==> src/rtl/pipeline_sequencer_if.sv <==
// Control and status bundle between the pipeline sequencer (slave side) and
// the core/datapath that drives its requests (master side).
interface pipeline_sequencer_if #(
    parameter int NUM_STAGES  = 5,
    parameter int COUNT_WIDTH = 32
);
    logic                   start;
    logic                   mode;
    logic                   hazard_stall;
    logic                   flush;
    logic                   mem_ready;
    logic                   halt_req;
    logic [NUM_STAGES-1:0]  stage_wren;
    logic [NUM_STAGES-1:0]  bubble;
    logic [NUM_STAGES-1:0]  stage_valid;
    logic                   ram_wren;
    logic                   reg_wren;
    logic                   stage_reset;
    logic                   busy;
    logic                   halted;
    logic [COUNT_WIDTH-1:0] retired;

    modport master (
        output start, mode, hazard_stall, flush, mem_ready, halt_req,
        input  stage_wren, bubble, stage_valid, ram_wren, reg_wren,
               stage_reset, busy, halted, retired
    );

    modport slave (
        input  start, mode, hazard_stall, flush, mem_ready, halt_req,
        output stage_wren, bubble, stage_valid, ram_wren, reg_wren,
               stage_reset, busy, halted, retired
    );
endinterface

==> src/rtl/pipeline_sequencer.sv <==
// Stage controller for an N-stage core: sequential (one instruction in flight)
// or overlapped pipelined operation with stall, flush, memory wait and drain.
module pipeline_sequencer #(
    parameter int NUM_STAGES  = 5,
    parameter int MEM_STAGE   = 3,
    parameter int WB_STAGE    = 4,
    parameter int FLUSH_DEPTH = 3,
    parameter int COUNT_WIDTH = 32
) (
    input  logic                clk_i,
    input  logic                reset_i,
    pipeline_sequencer_if.slave seq_if
);
    localparam int TW = (NUM_STAGES > 1) ? $clog2(NUM_STAGES) : 1;
    localparam logic [TW-1:0]         MEM_T      = TW'(MEM_STAGE);
    localparam logic [TW-1:0]         WB_T       = TW'(WB_STAGE);
    localparam logic [NUM_STAGES-1:0] FETCH_ONLY = NUM_STAGES'(1);

    typedef enum logic [2:0] {
        IDLE     = 3'd0,
        INIT     = 3'd1,
        RUN_SEQ  = 3'd2,
        RUN_PIPE = 3'd3,
        DRAIN    = 3'd4,
        HALTED   = 3'd5
    } state_e;

    state_e                 state_q, state_d;
    logic [TW-1:0]          t_q, t_d, t_next_s;
    logic                   mode_q, mode_d;
    logic [NUM_STAGES-1:0]  valid_q, valid_d;
    logic                   issued_q, issued_d;
    logic [COUNT_WIDTH-1:0] retired_q;
    logic                   stage_reset_q;
    logic [NUM_STAGES-1:0]  wren_s, bubble_s;
    logic                   ram_wren_s, reg_wren_s, retire_s;
    logic                   mem_wait_s, fetch_s;

    assign t_next_s = (t_q == WB_T) ? {TW{1'b0}} : t_q + TW'(1);

    // Next-state and strobe decode from the registered state plus this cycle's inputs
    always_comb begin
        state_d    = state_q;
        t_d        = t_q;
        mode_d     = mode_q;
        valid_d    = valid_q;
        issued_d   = 1'b0;
        wren_s     = {NUM_STAGES{1'b0}};
        bubble_s   = {NUM_STAGES{1'b0}};
        ram_wren_s = 1'b0;
        reg_wren_s = 1'b0;
        retire_s   = 1'b0;
        mem_wait_s = 1'b0;
        fetch_s    = 1'b0;
        case (state_q)
            IDLE, HALTED: begin
                if (seq_if.start) begin
                    state_d = INIT;
                    mode_d  = seq_if.mode;
                end else begin
                    state_d = state_q;
                end
            end
            INIT: begin
                t_d     = {TW{1'b0}};
                valid_d = FETCH_ONLY;
                state_d = mode_q ? RUN_PIPE : RUN_SEQ;
            end
            RUN_SEQ: begin
                mem_wait_s = (t_q == MEM_T) && !seq_if.mem_ready;
                ram_wren_s = (t_q == MEM_T) && !issued_q;
                reg_wren_s = (t_q == WB_T);
                if (mem_wait_s) begin
                    issued_d = 1'b1;
                end else begin
                    wren_s[t_next_s]  = 1'b1;
                    t_d               = t_next_s;
                    valid_d           = {NUM_STAGES{1'b0}};
                    valid_d[t_next_s] = 1'b1;
                    if (t_q == WB_T) begin
                        retire_s = 1'b1;
                        if (seq_if.halt_req) begin
                            state_d = HALTED;
                            t_d     = {TW{1'b0}};
                            valid_d = {NUM_STAGES{1'b0}};
                        end else begin
                            state_d = RUN_SEQ;
                        end
                    end else begin
                        retire_s = 1'b0;
                    end
                end
            end
            RUN_PIPE, DRAIN: begin
                // DRAIN stops fetching: PC holds and ID receives bubbles
                fetch_s    = (state_q == RUN_PIPE);
                mem_wait_s = valid_q[MEM_STAGE] && !seq_if.mem_ready;
                ram_wren_s = valid_q[MEM_STAGE] && !issued_q;
                reg_wren_s = valid_q[WB_STAGE];
                retire_s   = valid_q[WB_STAGE];
                wren_s     = {NUM_STAGES{1'b1}};
                valid_d    = {valid_q[NUM_STAGES-2:0], fetch_s};
                if (!fetch_s) begin
                    wren_s[0]   = 1'b0;
                    bubble_s[1] = 1'b1;
                    valid_d[1]  = 1'b0;
                end else begin
                    wren_s[0] = 1'b1;
                end
                if (mem_wait_s) begin
                    issued_d = 1'b1;
                    for (int i = 0; i < NUM_STAGES; i++) begin
                        if (i <= MEM_STAGE) begin
                            wren_s[i]   = 1'b0;
                            bubble_s[i] = 1'b0;
                            valid_d[i]  = valid_q[i];
                        end else if (i == MEM_STAGE + 1) begin
                            bubble_s[i] = 1'b1;
                            valid_d[i]  = 1'b0;
                        end else begin
                            wren_s[i] = 1'b1;
                        end
                    end
                end else if (seq_if.flush) begin
                    for (int i = 1; i <= FLUSH_DEPTH; i++) begin
                        bubble_s[i] = 1'b1;
                        valid_d[i]  = 1'b0;
                    end
                end else if (seq_if.hazard_stall) begin
                    wren_s[0]   = 1'b0;
                    wren_s[1]   = 1'b0;
                    bubble_s[1] = 1'b0;
                    valid_d[0]  = valid_q[0];
                    valid_d[1]  = valid_q[1];
                    bubble_s[2] = 1'b1;
                    valid_d[2]  = 1'b0;
                end else begin
                    issued_d = 1'b0;
                end
                if ((state_q == RUN_PIPE) && seq_if.halt_req) begin
                    state_d = DRAIN;
                end else if ((state_q == DRAIN) && (valid_q == {NUM_STAGES{1'b0}})) begin
                    state_d = HALTED;
                end else begin
                    state_d = state_q;
                end
            end
            default: begin
                state_d = IDLE;
            end
        endcase
    end

    // Sequencer state, token, valid shift register and retire counter
    always_ff @(posedge clk_i) begin
        if (reset_i) begin
            state_q       <= IDLE;
            t_q           <= {TW{1'b0}};
            mode_q        <= 1'b0;
            valid_q       <= {NUM_STAGES{1'b0}};
            issued_q      <= 1'b0;
            retired_q     <= {COUNT_WIDTH{1'b0}};
            stage_reset_q <= 1'b1;
        end else begin
            state_q       <= state_d;
            t_q           <= t_d;
            mode_q        <= mode_d;
            valid_q       <= valid_d;
            issued_q      <= issued_d;
            retired_q     <= retired_q + COUNT_WIDTH'(retire_s);
            stage_reset_q <= (state_d == INIT);
        end
    end

    assign seq_if.stage_wren  = wren_s;
    assign seq_if.bubble      = bubble_s;
    assign seq_if.stage_valid = valid_q;
    assign seq_if.ram_wren    = ram_wren_s;
    assign seq_if.reg_wren    = reg_wren_s;
    assign seq_if.stage_reset = stage_reset_q;
    assign seq_if.busy        = (state_q == RUN_SEQ) || (state_q == RUN_PIPE) || (state_q == DRAIN);
    assign seq_if.halted      = (state_q == HALTED);
    assign seq_if.retired     = retired_q;
endmodule

==> src/flat_wrapper.sv <==
// flat-port wrapper written by rule: the top's interface ports become plain ports
module pipeline_sequencer_flat 
#(
    parameter int NUM_STAGES  = 5,
    parameter int MEM_STAGE   = 3,
    parameter int WB_STAGE    = 4,
    parameter int FLUSH_DEPTH = 3,
    parameter int COUNT_WIDTH = 32
)
  (clk_i, reset_i, seq_if_start, seq_if_mode, seq_if_hazard_stall, seq_if_flush, seq_if_mem_ready, seq_if_halt_req, seq_if_stage_wren, seq_if_bubble, seq_if_stage_valid, seq_if_ram_wren, seq_if_reg_wren, seq_if_stage_reset, seq_if_busy, seq_if_halted, seq_if_retired);
  pipeline_sequencer_if #(.NUM_STAGES(NUM_STAGES), .COUNT_WIDTH(COUNT_WIDTH)) seq_if_i ();
  input  logic clk_i;
  input  logic reset_i;
  input wire logic [$bits(seq_if_i.start)-1:0] seq_if_start;
  input wire logic [$bits(seq_if_i.mode)-1:0] seq_if_mode;
  input wire logic [$bits(seq_if_i.hazard_stall)-1:0] seq_if_hazard_stall;
  input wire logic [$bits(seq_if_i.flush)-1:0] seq_if_flush;
  input wire logic [$bits(seq_if_i.mem_ready)-1:0] seq_if_mem_ready;
  input wire logic [$bits(seq_if_i.halt_req)-1:0] seq_if_halt_req;
  output wire logic [$bits(seq_if_i.stage_wren)-1:0] seq_if_stage_wren;
  output wire logic [$bits(seq_if_i.bubble)-1:0] seq_if_bubble;
  output wire logic [$bits(seq_if_i.stage_valid)-1:0] seq_if_stage_valid;
  output wire logic [$bits(seq_if_i.ram_wren)-1:0] seq_if_ram_wren;
  output wire logic [$bits(seq_if_i.reg_wren)-1:0] seq_if_reg_wren;
  output wire logic [$bits(seq_if_i.stage_reset)-1:0] seq_if_stage_reset;
  output wire logic [$bits(seq_if_i.busy)-1:0] seq_if_busy;
  output wire logic [$bits(seq_if_i.halted)-1:0] seq_if_halted;
  output wire logic [$bits(seq_if_i.retired)-1:0] seq_if_retired;
  assign seq_if_i.start = seq_if_start;
  assign seq_if_i.mode = seq_if_mode;
  assign seq_if_i.hazard_stall = seq_if_hazard_stall;
  assign seq_if_i.flush = seq_if_flush;
  assign seq_if_i.mem_ready = seq_if_mem_ready;
  assign seq_if_i.halt_req = seq_if_halt_req;
  assign seq_if_stage_wren = seq_if_i.stage_wren;
  assign seq_if_bubble = seq_if_i.bubble;
  assign seq_if_stage_valid = seq_if_i.stage_valid;
  assign seq_if_ram_wren = seq_if_i.ram_wren;
  assign seq_if_reg_wren = seq_if_i.reg_wren;
  assign seq_if_stage_reset = seq_if_i.stage_reset;
  assign seq_if_busy = seq_if_i.busy;
  assign seq_if_halted = seq_if_i.halted;
  assign seq_if_retired = seq_if_i.retired;
  pipeline_sequencer #(.NUM_STAGES(NUM_STAGES), .MEM_STAGE(MEM_STAGE), .WB_STAGE(WB_STAGE), .FLUSH_DEPTH(FLUSH_DEPTH), .COUNT_WIDTH(COUNT_WIDTH)) u_core (.clk_i(clk_i), .reset_i(reset_i), .seq_if(seq_if_i));
endmodule
==> config.mk <==
export PLATFORM = sky130hd
export DESIGN_NAME = pipeline_sequencer_flat
export DESIGN_NICKNAME = d
export VERILOG_FILES = /design/src/rtl/pipeline_sequencer_if.sv /design/src/rtl/pipeline_sequencer.sv /design/src/flat_wrapper.sv
export SDC_FILE = /design/constraint.sdc
export NUM_CORES = 1
export LEC_CHECK = 0
export CAP_MARGIN = 20
export CORE_MARGIN = 1.5
export CORE_UTILIZATION = 40
export CTS_CLUSTER_DIAMETER = 200
export DETAILED_ROUTE_END_ITERATION = 10
export GPL_TIMING_DRIVEN = 0
export PLACE_DENSITY_LB_ADDON = 0.3
export SKIP_CTS_REPAIR_TIMING = 1
export SYNTH_ARGS = -nofsm -noshare
export SYNTH_HDL_FRONTEND = slang
export SYNTH_SLANG_ARGS = --single-unit
export TNS_END_PERCENT = 30
==> constraint.sdc <==
create_clock -name clk_i -period 5 [get_ports clk_i]
set_input_delay 0.5 -clock clk_i [delete_from_list [all_inputs] [get_ports clk_i]]
set_output_delay 0.5 -clock clk_i [all_outputs]
set_load 0.02 [all_outputs]
* After elaboration in Yosys (flattened, before gate mapping)
Cells that the tools add are included.
W data, S select, Z words.
** Storage, ports and cells
- Output and inout bits :: 52
- Logic and storage cells :: 93
- Input port bits :: 8
- Flip-flop bits (word level) :: 46
** Operators by class
- Add/sub/neg operators :: 2
- Muxes and demuxes :: 47
- Equality and inequality tests :: 11
- Reduce and logical (&&, ||, !) cells :: 22
- $lt $le $gt $ge :: 2
** Operators with widths (count)
- $mux W3 :: 12
- $add A32 B1 Y32 :: 1
- $mux W5 :: 5
- $pmux W5 S3 :: 1
- $mux W2 :: 7
- $mux W1 :: 13
- $pmux W3 S4 :: 1
- $pmux W5 S2 :: 1
- $eq A3 B2 Y1 const B :: 3
- $eq A3 B3 Y1 const B :: 3
- $pmux W1 S2 :: 4
- $logic_and A1 B1 Y1 :: 7
- $eq A3 B1 Y1 const B :: 2
- $pmux W3 S2 :: 1
- $reduce_and A2 Y1 :: 3
- $logic_not A5 Y1 :: 1
- $lt A3 B4 Y1 const B :: 1
- $mux W4 :: 1
- $ne A2 B2 Y1 const B :: 2
- $reduce_and A4 Y1 :: 1
- $reduce_or A2 Y1 :: 2
- $add A3 B1 Y3 const B :: 1
- $demux W1 S3 :: 1
- $ge A3 B1 Y1 const B :: 1
- 7 further kinds :: 9

* Logic depth before layout (Yosys ltp)
- Depth after elaboration :: 10
- Mapped depth :: 14
- Gate-level depth less buffers :: 12

* Worst setup path before layout
Ideal clock, no wire load.
- Kind :: register -> register
- Start :: reg u_core.state_q[1]
- End :: reg u_core.retired_q[28] (netlist: u_core.seq_if.retired[28])
- Data required time :: 4872 ps
- Setup time :: 128 ps
- Period minus slack after synthesis :: 2751 ps
- Stages on the path, launching flop included :: 14
- Path slack :: 2249 ps
- Buffers on the path :: 1
- Arrival time :: 2623 ps
- Cell sequence :: dfxtp_1 -> clkbuf_1 -> nor2b_1 -> nand2_1 -> nand2_1 -> nand2_1 -> o21ai_0 -> ha_1 -> ha_1 -> nand3_1 -> or4_4 -> nor3_2 -> xnor2_1 -> nor2_1
** Between the ends
- Cells in the longest elaborated chain, start to end :: 4
- Elaborated cells on any way between the ends :: 6
- Those cells by class :: add/sub: 1; eq/ne: 3; mux: 1; reduce/logical: 1
** RTL lines
- from (decl) :: line pipeline_sequencer.sv:28 : state_e state_q, state_d;
- from (signal assigned) :: line pipeline_sequencer.sv:165 : state_q <= state_d;
- $eq A3 B3 Y1 or $eq A3 B2 Y1 (tied branches) :: line pipeline_sequencer.sv:55 : case (state_q)
- $reduce_or A2 Y1 :: line pipeline_sequencer.sv:55
- $pmux W1 S2 * :: line pipeline_sequencer.sv:55
- $add A32 B1 Y32 * :: line pipeline_sequencer.sv:170 : retired_q <= retired_q + COUNT_WIDTH'(retire_s);
- to (signal assigned) :: line pipeline_sequencer.sv:162 : retired_q <= {COUNT_WIDTH{1'b0}};
- to (signal assigned) :: line pipeline_sequencer.sv:170
- to (decl) :: line pipeline_sequencer.sv:33 : logic [COUNT_WIDTH-1:0] retired_q;
Every way passes the cells marked *; elsewhere a longest branch is shown, timed or not.
A chain may end at the register's enable or synchronous reset.

* Worst setup path in the final report
- Start :: reg u_core.state_q[1]
- End :: reg u_core.retired_q[30] (netlist: u_core.seq_if.retired[30])
Same word-level chain as after synthesis.

==> run_results.csv <==
group,metric,value,unit
sta,layout_setup_ws,1.79,ns
sta,period_share,0.641,
setup_path,crit_fanout,10,
global_routing,grt_pass1_wl,9.94,mm
global_routing,grt_pass1_vias,2186,
pwr,swShare,0.298,
clock_tree,path_clk_slew,0.09,ns
pwr,total_leakage_power,1.11,nW
clock_tree,cts_buffers,5,
logic_synthesis,yosysTopAreaCellShare,0.365,
sta,min_period,3.21,ns
route,drt_pass1_iterations,4,
global_routing,grt_max_degree,15,
route,drt_iter0_drc,129,
placed_design,place_area,0.00319,mm²
pwr,power.density,266,mW/mm²
clock_tree,cts.path.max_buffers,2,
placed_design,place.port_buffers,57,
sta,rsz0062_at_grt,"false",
final_layout,drive_gt1_frac,0.0865,
setup_path,critPathMostFrequentCell,"nand2_1",
setup_path,crit_required,5.18,ns
logic_synthesis,synthCells,305,
flow_run,cap_violations,0,
setup_path,worst_ep_arrival_time,3.38,ns
logic_synthesis,synth_cell_types,52,
clock_tree,clock-sinks,46,
logic_synthesis,syn_nets,318,
final_layout,final-instance-count-excl-fill,445,
clock_tree,root_buffer,"clkbuf_8",
logic_synthesis,synth_seq_area_share,0.365,
global_routing,antenna_found_initial,0,
placed_design,dp_hpwl,4.44,mm
final_layout,area_growth,30.7,%
route,via_per_inst,5.30,
floorplan,rows,28,
pwr,p_int,616,µW
logic_synthesis,avgSynthCellArea,8.27,µm²
logic_synthesis,synthTopCellsByArea,"dfxtp_1 (37%), nor2_1 (6.5%), xnor2_1 (6.3%)",
sta,hold_violations,0,
setup_path,crit_family,"simple AND/OR/NAND/NOR gates",
route,drc_errors,0,
global_routing,grtUsageTotal,0.186,
min_path,hold_depth,2,
sta,fin_worst_skew,0.0116,ns
clock_tree,cts_tree,"done",
sta,max_freq,0.312,GHz
sta,drv_slew,0,
route,via_count,2359,
route,ant_nets,0,
floorplan,core_area,0.00599,mm²
sta,relSlewSlack,0.617,
floorplan,die_h,82.4,µm
logic_synthesis,async_flop_share,0,
setup_path,path_buf_inv,1,
clock_tree,h-tree-depth,2,
pwr,p_seq_frac,0.458,
sta,finalSetupViolCount,0,
pwr,ir_worst_vdd,0.186,mV
setup_path,cp-start-kind,"register",
sta,worst_pin_slew,0.570,ns
logic_synthesis,ys.warnings.count,0,
min_path,worstHoldPathType,"reg -> reg",
logic_synthesis,yosysMostFrequentCell,"dfxtp_1",
sta,timing.setup.tns,0,ns
floorplan,boundaryPins,60,
pwr,combPwrFrac,0.221,
setup_path,critPathMaxStageDelay,0.54,ns
setup_path,path_class,"reg -> reg",
setup_path,r2r_setup_slack,1.79,ns
run_status,status,"completed",
final_layout,fin_area,0.00330,mm²
placed_design,gp_congestion,0.867,
setup_path,cp-end-kind,"register",
logic_synthesis,syn_area,0.00252,mm²
logic_synthesis,synthTopCellsByCount,"dfxtp_1 (46), nor2_1 (44), nand2_1 (29), xnor2_1 (18), nand3_1 (15)",
setup_path,cp_slowest_cell,"or4_4",
logic_synthesis,postSynthRegisterBits,46,
setup_path,path_cells,"clkbuf_1 > nor2b_1 > nand2_1 > nand2_1 > nand2_1 > o21ai_0 > ha_1 > ha_1 > nand3_1 > or4_4 > nor3_2 > xnor2_1 > nor2_1",
final_layout,final_util,0.550,
setup_path,path_depth,13,
logic_synthesis,ys.flop_type,"dfxtp_1",
logic_synthesis,synth_edf_count,0,
final_layout,n_antenna_cell,0,
pwr,power.switching,262,µW
final_layout,nNetsFinal,382,
floorplan,die_w,82.4,µm
floorplan,start_util,0.421,
route,wl_per_cell,13.2,µm
clock_tree,worstSkewPairLatency,0.30,ns
placed_design,pre_cts_ws,1.57,ns
global_routing,overflow,0,
route,routed_wirelength,5.89,mm
setup_path,ff2ff_path_depth,13,
placed_design,placedCellCount,437,
logic_synthesis,yosys.area.top_type,"dfxtp_1",
pwr,clockPowerShare,0.321,
floorplan,fp.dieArea,0.00679,mm²
## layout make-up
type	count	area, µm²
Fill cell	566	2690
Multi-Input combinational cell	237	1500
Sequential cell	46	921
Timing Repair Buffer	57	571
Tap cell	75	93.8
Clock buffer	6	72.6
Buffer	12	60.1
Clock inverter	2	37.5
Inverter	10	37.5
## worst paths after layout
check,start,endpoint
max,u_core.state_q[1],u_core.seq_if.retired[30]
min reg2reg,u_core.seq_if.stage_valid[0],u_core.seq_if.stage_valid[0]
max reg2reg,u_core.state_q[1],u_core.seq_if.retired[30]
min,u_core.seq_if.stage_valid[0],u_core.seq_if.stage_valid[0]
## power groups by stage
stage          clock network (mW)  registers [mW]  logic (mW)
3_3_place_gp                    0           0.410       0.191
3_5_place_dp                    0           0.410       0.192
5_1_grt                     0.303           0.405       0.212
4_1_cts                     0.287           0.402       0.193
2_1_floorplan                   0           0.420       0.112
6_report                    0.281           0.402       0.194
## stage by stage
| step | power [mW] | hold slack [ns] |
|---|---|---|
| 2_1_floorplan | 0.532 | 0.463 |
| 3_3_place_gp | 0.602 | 0.474 |
| 3_5_place_dp | 0.602 | 0.484 |
| 4_1_cts | 0.882 | 0.503 |
| 5_1_grt | 0.921 | 0.527 |
| 6_report | 0.878 | 0.494 |
## logic make-up after synthesis
logic type                 after synthesis  synth area share
other                                    1           0.00149
AOI/OAI and AO/OA                       46             0.117
adders and majority gates                5            0.0248
and+or+nand+nor                        155             0.349
buffers and inverters                   22            0.0387
xor gates and xnor gates                30             0.104
DFF                                     46             0.365
## flip-flops by register name (all words and copies together), names as in the netlist
signal / cells
u_core.seq_if.stage_valid: 5
u_core.t_q: 3
u_core.seq_if.stage_reset: 1
u_core.seq_if.retired: 32
u_core.issued_q: 1
u_core.state_q: 3
u_core.mode_q: 1
## per-layer routing
| layer | wire [µm] | share of wire | vias up | global-route usage |
|---|---|---|---|---|
| li1 | - | - | 1190 | - |
| met3 | 282 | 0.048 | 7 | 0.0308 |
| met4 | 64 | 0.011 | 0 | 0.0576 |
| met5 | 0 | 0 | - | 0 |
| met1 | 2750 | 0.47 | 1103 | 0.239 |
| met2 | 2790 | 0.47 | 59 | 0.317 |
## layout by cell type (no fill, tap or decap), types with 3 or more instances in the layout
| cell | instances |
|---|---|
| clkdlybuf4s50_1 | 57 |
| nor3_2 | 5 |
| a211oi_1 | 6 |
| nand2b_1 | 6 |
| nor2b_1 | 8 |
| nor3_1 | 9 |
| o21ai_0 | 13 |
| xor2_1 | 12 |
| clkbuf_1 | 8 |
| and4_1 | 4 |
| xnor2_1 | 18 |
| or2_2 | 3 |
| dfxtp_1 | 46 |
| buf_2 | 3 |
| nor4_2 | 5 |
| nand4_1 | 5 |
| and2_1 | 3 |
| a21oi_1 | 10 |
| nand2_1 | 29 |
| clkbuf_8 | 5 |
| ha_1 | 5 |
| nor2_1 | 44 |
| inv_1 | 10 |
| nand3_1 | 15 |
## worst register-to-register path, stage by stage (launching register included)
cell and delay (ns):
dfxtp_1 0.44, clkbuf_1 0.36, nor2b_1 0.21, nand2_1 0.09, nand2_1 0.17, nand2_1 0.09, o21ai_0 0.09, ha_1 0.24
ha_1 0.20, nand3_1 0.24, or4_4 0.54, nor3_2 0.21, xnor2_1 0.14, nor2_1 0.06
No activity file was read; power rests on OpenSTA's default activity.
==> patch, RTL diff (config.mk and constraints unchanged) <==
Re-encode `state_e` (6 states) as one-hot, 6 bits wide.
--- a/src/rtl/pipeline_sequencer.sv
+++ b/src/rtl/pipeline_sequencer.sv
@@ -16,13 +16,13 @@
     localparam logic [TW-1:0]         WB_T       = TW'(WB_STAGE);
     localparam logic [NUM_STAGES-1:0] FETCH_ONLY = NUM_STAGES'(1);
 
-    typedef enum logic [2:0] {
-        IDLE     = 3'd0,
-        INIT     = 3'd1,
-        RUN_SEQ  = 3'd2,
-        RUN_PIPE = 3'd3,
-        DRAIN    = 3'd4,
-        HALTED   = 3'd5
+    typedef enum logic [5:0] {
+        IDLE     = 6'b000001,
+        INIT     = 6'b000010,
+        RUN_SEQ  = 6'b000100,
+        RUN_PIPE = 6'b001000,
+        DRAIN    = 6'b010000,
+        HALTED   = 6'b100000
     } state_e;
 
     state_e                 state_q, state_d;
Formal check against the unedited RTL: no difference found for any inputs over 10 cycles, from zero or initial values and one cycle with reset_i high; not proved beyond that.
==> patch against the original RTL <==
Wire length is 7.7% higher; die area increased by 1.7%; area after synthesis grew 1.8%; sequential share of layout area grew 1.3 points; sequential cell count up 3; largest cell class unchanged; design area is 1.8% higher; worst setup slack got worse by 360 ps; count of clock-buffer cells in the layout is the same; critical path depth unchanged.
Power is not compared: it rests on default switching activity, and its combinational part moved more than twofold at a synthesized area within 25%.
==> patch: results (changes against the original RTL) <==
Status: complete, no violations
Mapped Nets: 333 (+4.7%)
Post-synthesis sequential area ratio: 0.3821 (+0.01699)
Clock transition at the registers of the reported paths: 100 ps
Final setup violation count: 0 (unchanged)
Worst-case clock buffer depth: 2 (unchanged)
First-pass GRT wire length: 10.62 mm (+6.8%)
Static leakage: 1.173 nW
Multiplexer area fraction after synthesis: 0.01218 (+0.01218)
Num CTS Buffers: 5 (unchanged)
Xor and xnor area share after synthesis: 0.09893 (-0.005239)
Ys async rst share: 0 (unchanged)
Max Cap Viol: 0 (unchanged)
Worst-skew pair later-pin latency: 310 ps
Root buffer cell: clkbuf_8
Post-synth top flop: dfxtp_1
Worst EP arrival: 3750 ps (+370 ps)
1st-iter DRT viols: 111 (-14%)
Max FFs per register: 32 (unchanged)
Vias in the first global route: 2299 (+5.2%)
Clk_skew: 9.511 ps (-2.069 ps)
Dpl cell area: 3244 sq um (+1.8%)
Yosys cell types: 51 (-1.9%)
DRT antenna net count: 0 (unchanged)
FILL cells: 622 (+9.9%)
Largest net degree at the start of global routing: 16 (+1)
Top cell family by delay on the critical path: simple AND/OR/NAND/NOR gates
Peak supply drop: 0.1276 mV
Ys Warns: 0 (unchanged)
DP Worst Slack: 1489 ps (-82.00 ps)
Drt first pass iters: 4 (unchanged)
Synth top cells by count: nor2_1, dfxtp_1, nand2_1
CTS tree: done
I/O Buffers: 58 (+1.8%)
Hold Crit Class: reg -> reg
All-Layer GR Usage: 0.1852 (-0.001259)
Slowest library cell on the worst path: or4_4
Synth Area in Adders: 0.02924 (+0.004438)
Crit path largest cell delay: 540 ps (about the same)
DPL Wire Length: 4.754 mm (+7.1%)
Initial antenna violation count: 0 (unchanged)
Top post-synthesis cells by area: dfxtp_1, nor2_1, xor2_1
# H-tree levels: 2 (unchanged)
Ant diodes: 0 (unchanged)
Vias/cell: 5.292 (-0.17%)
RePlAce Congestion: 0.8533 (-1.5%)
Nets@finish: 398 (+4.2%)
Synth Area in Compound Gates: 0.1082 (-0.008380)
Share of cells above drive strength 1: 0.05195 (-0.03454)
Routed wire length: 6.344 mm (+7.7%)
Worst-path fanout max: 10 (unchanged)
Worst-margin pin slew: 780.7 ps (+210.4 ps)
-- patch: layout make-up --
class                      instances  area, sq um  area share
clock buffer                       6        72.57     0.02163
clock inverter                     2        38.79     0.01156
sequential                        49        980.9      0.2923
buffer                            14        76.32     0.02274
multi-input combinational        247         1476      0.4400
inverter                           9        33.78     0.01007
timing repair buffer              58        580.6      0.1730
tap                               77        96.34     0.02871
-- patch: cells by family after synthesis --
logic type	Yosys count
other cells	1
fa+ha+maj	6
xor+xnor	29
simple gates	165
buf+inv	23
compound gates	43
mux	3
flops	49
-- patch: final timing paths --
kind	start	end	slack (ps)	depth (start not counted)
setup / recovery	u_core.state_q[0]	u_core.seq_if.retired[30]	1430	13
hold / removal	u_core.mode_q	u_core.state_q[3]	470	2
setup reg to reg	u_core.state_q[0]	u_core.seq_if.retired[30]	1430	13
hold reg to reg	u_core.mode_q	u_core.state_q[3]	470	2
-- patch: through the flow --
stage / instances / power, mW / hold slack (ps)
final: 462 / 0.7644 / 474.5
after global routing: 462 / 0.8015 / 501.9
after CTS: 462 / 0.7721 / 480.2
after detailed placement: 454 / 0.4867 / 472.9
after global placement: 454 / 0.4857 / 472.7
after floorplan: 319 / 0.4608 / 449.4
-- patch: metal layers --
metal	vias up	wire length [microns]	global-route usage
met2	73	3001	0.3082
met1	1131	2940	0.2390
met4	0	53	0.05606
li1	1237	-	-
met3	4	348	0.04274
met5	-	0	0
-- patch: power breakdown --
group	total [mW]	switching [mW]	internal [mW]	leakage (nW)
logic	0.0771	0.0440	0.0332	0.722
registers	0.401	0.00472	0.396	0.396
clock network	0.287	0.136	0.150	0.0554
total	0.764	0.185	0.579	1.17
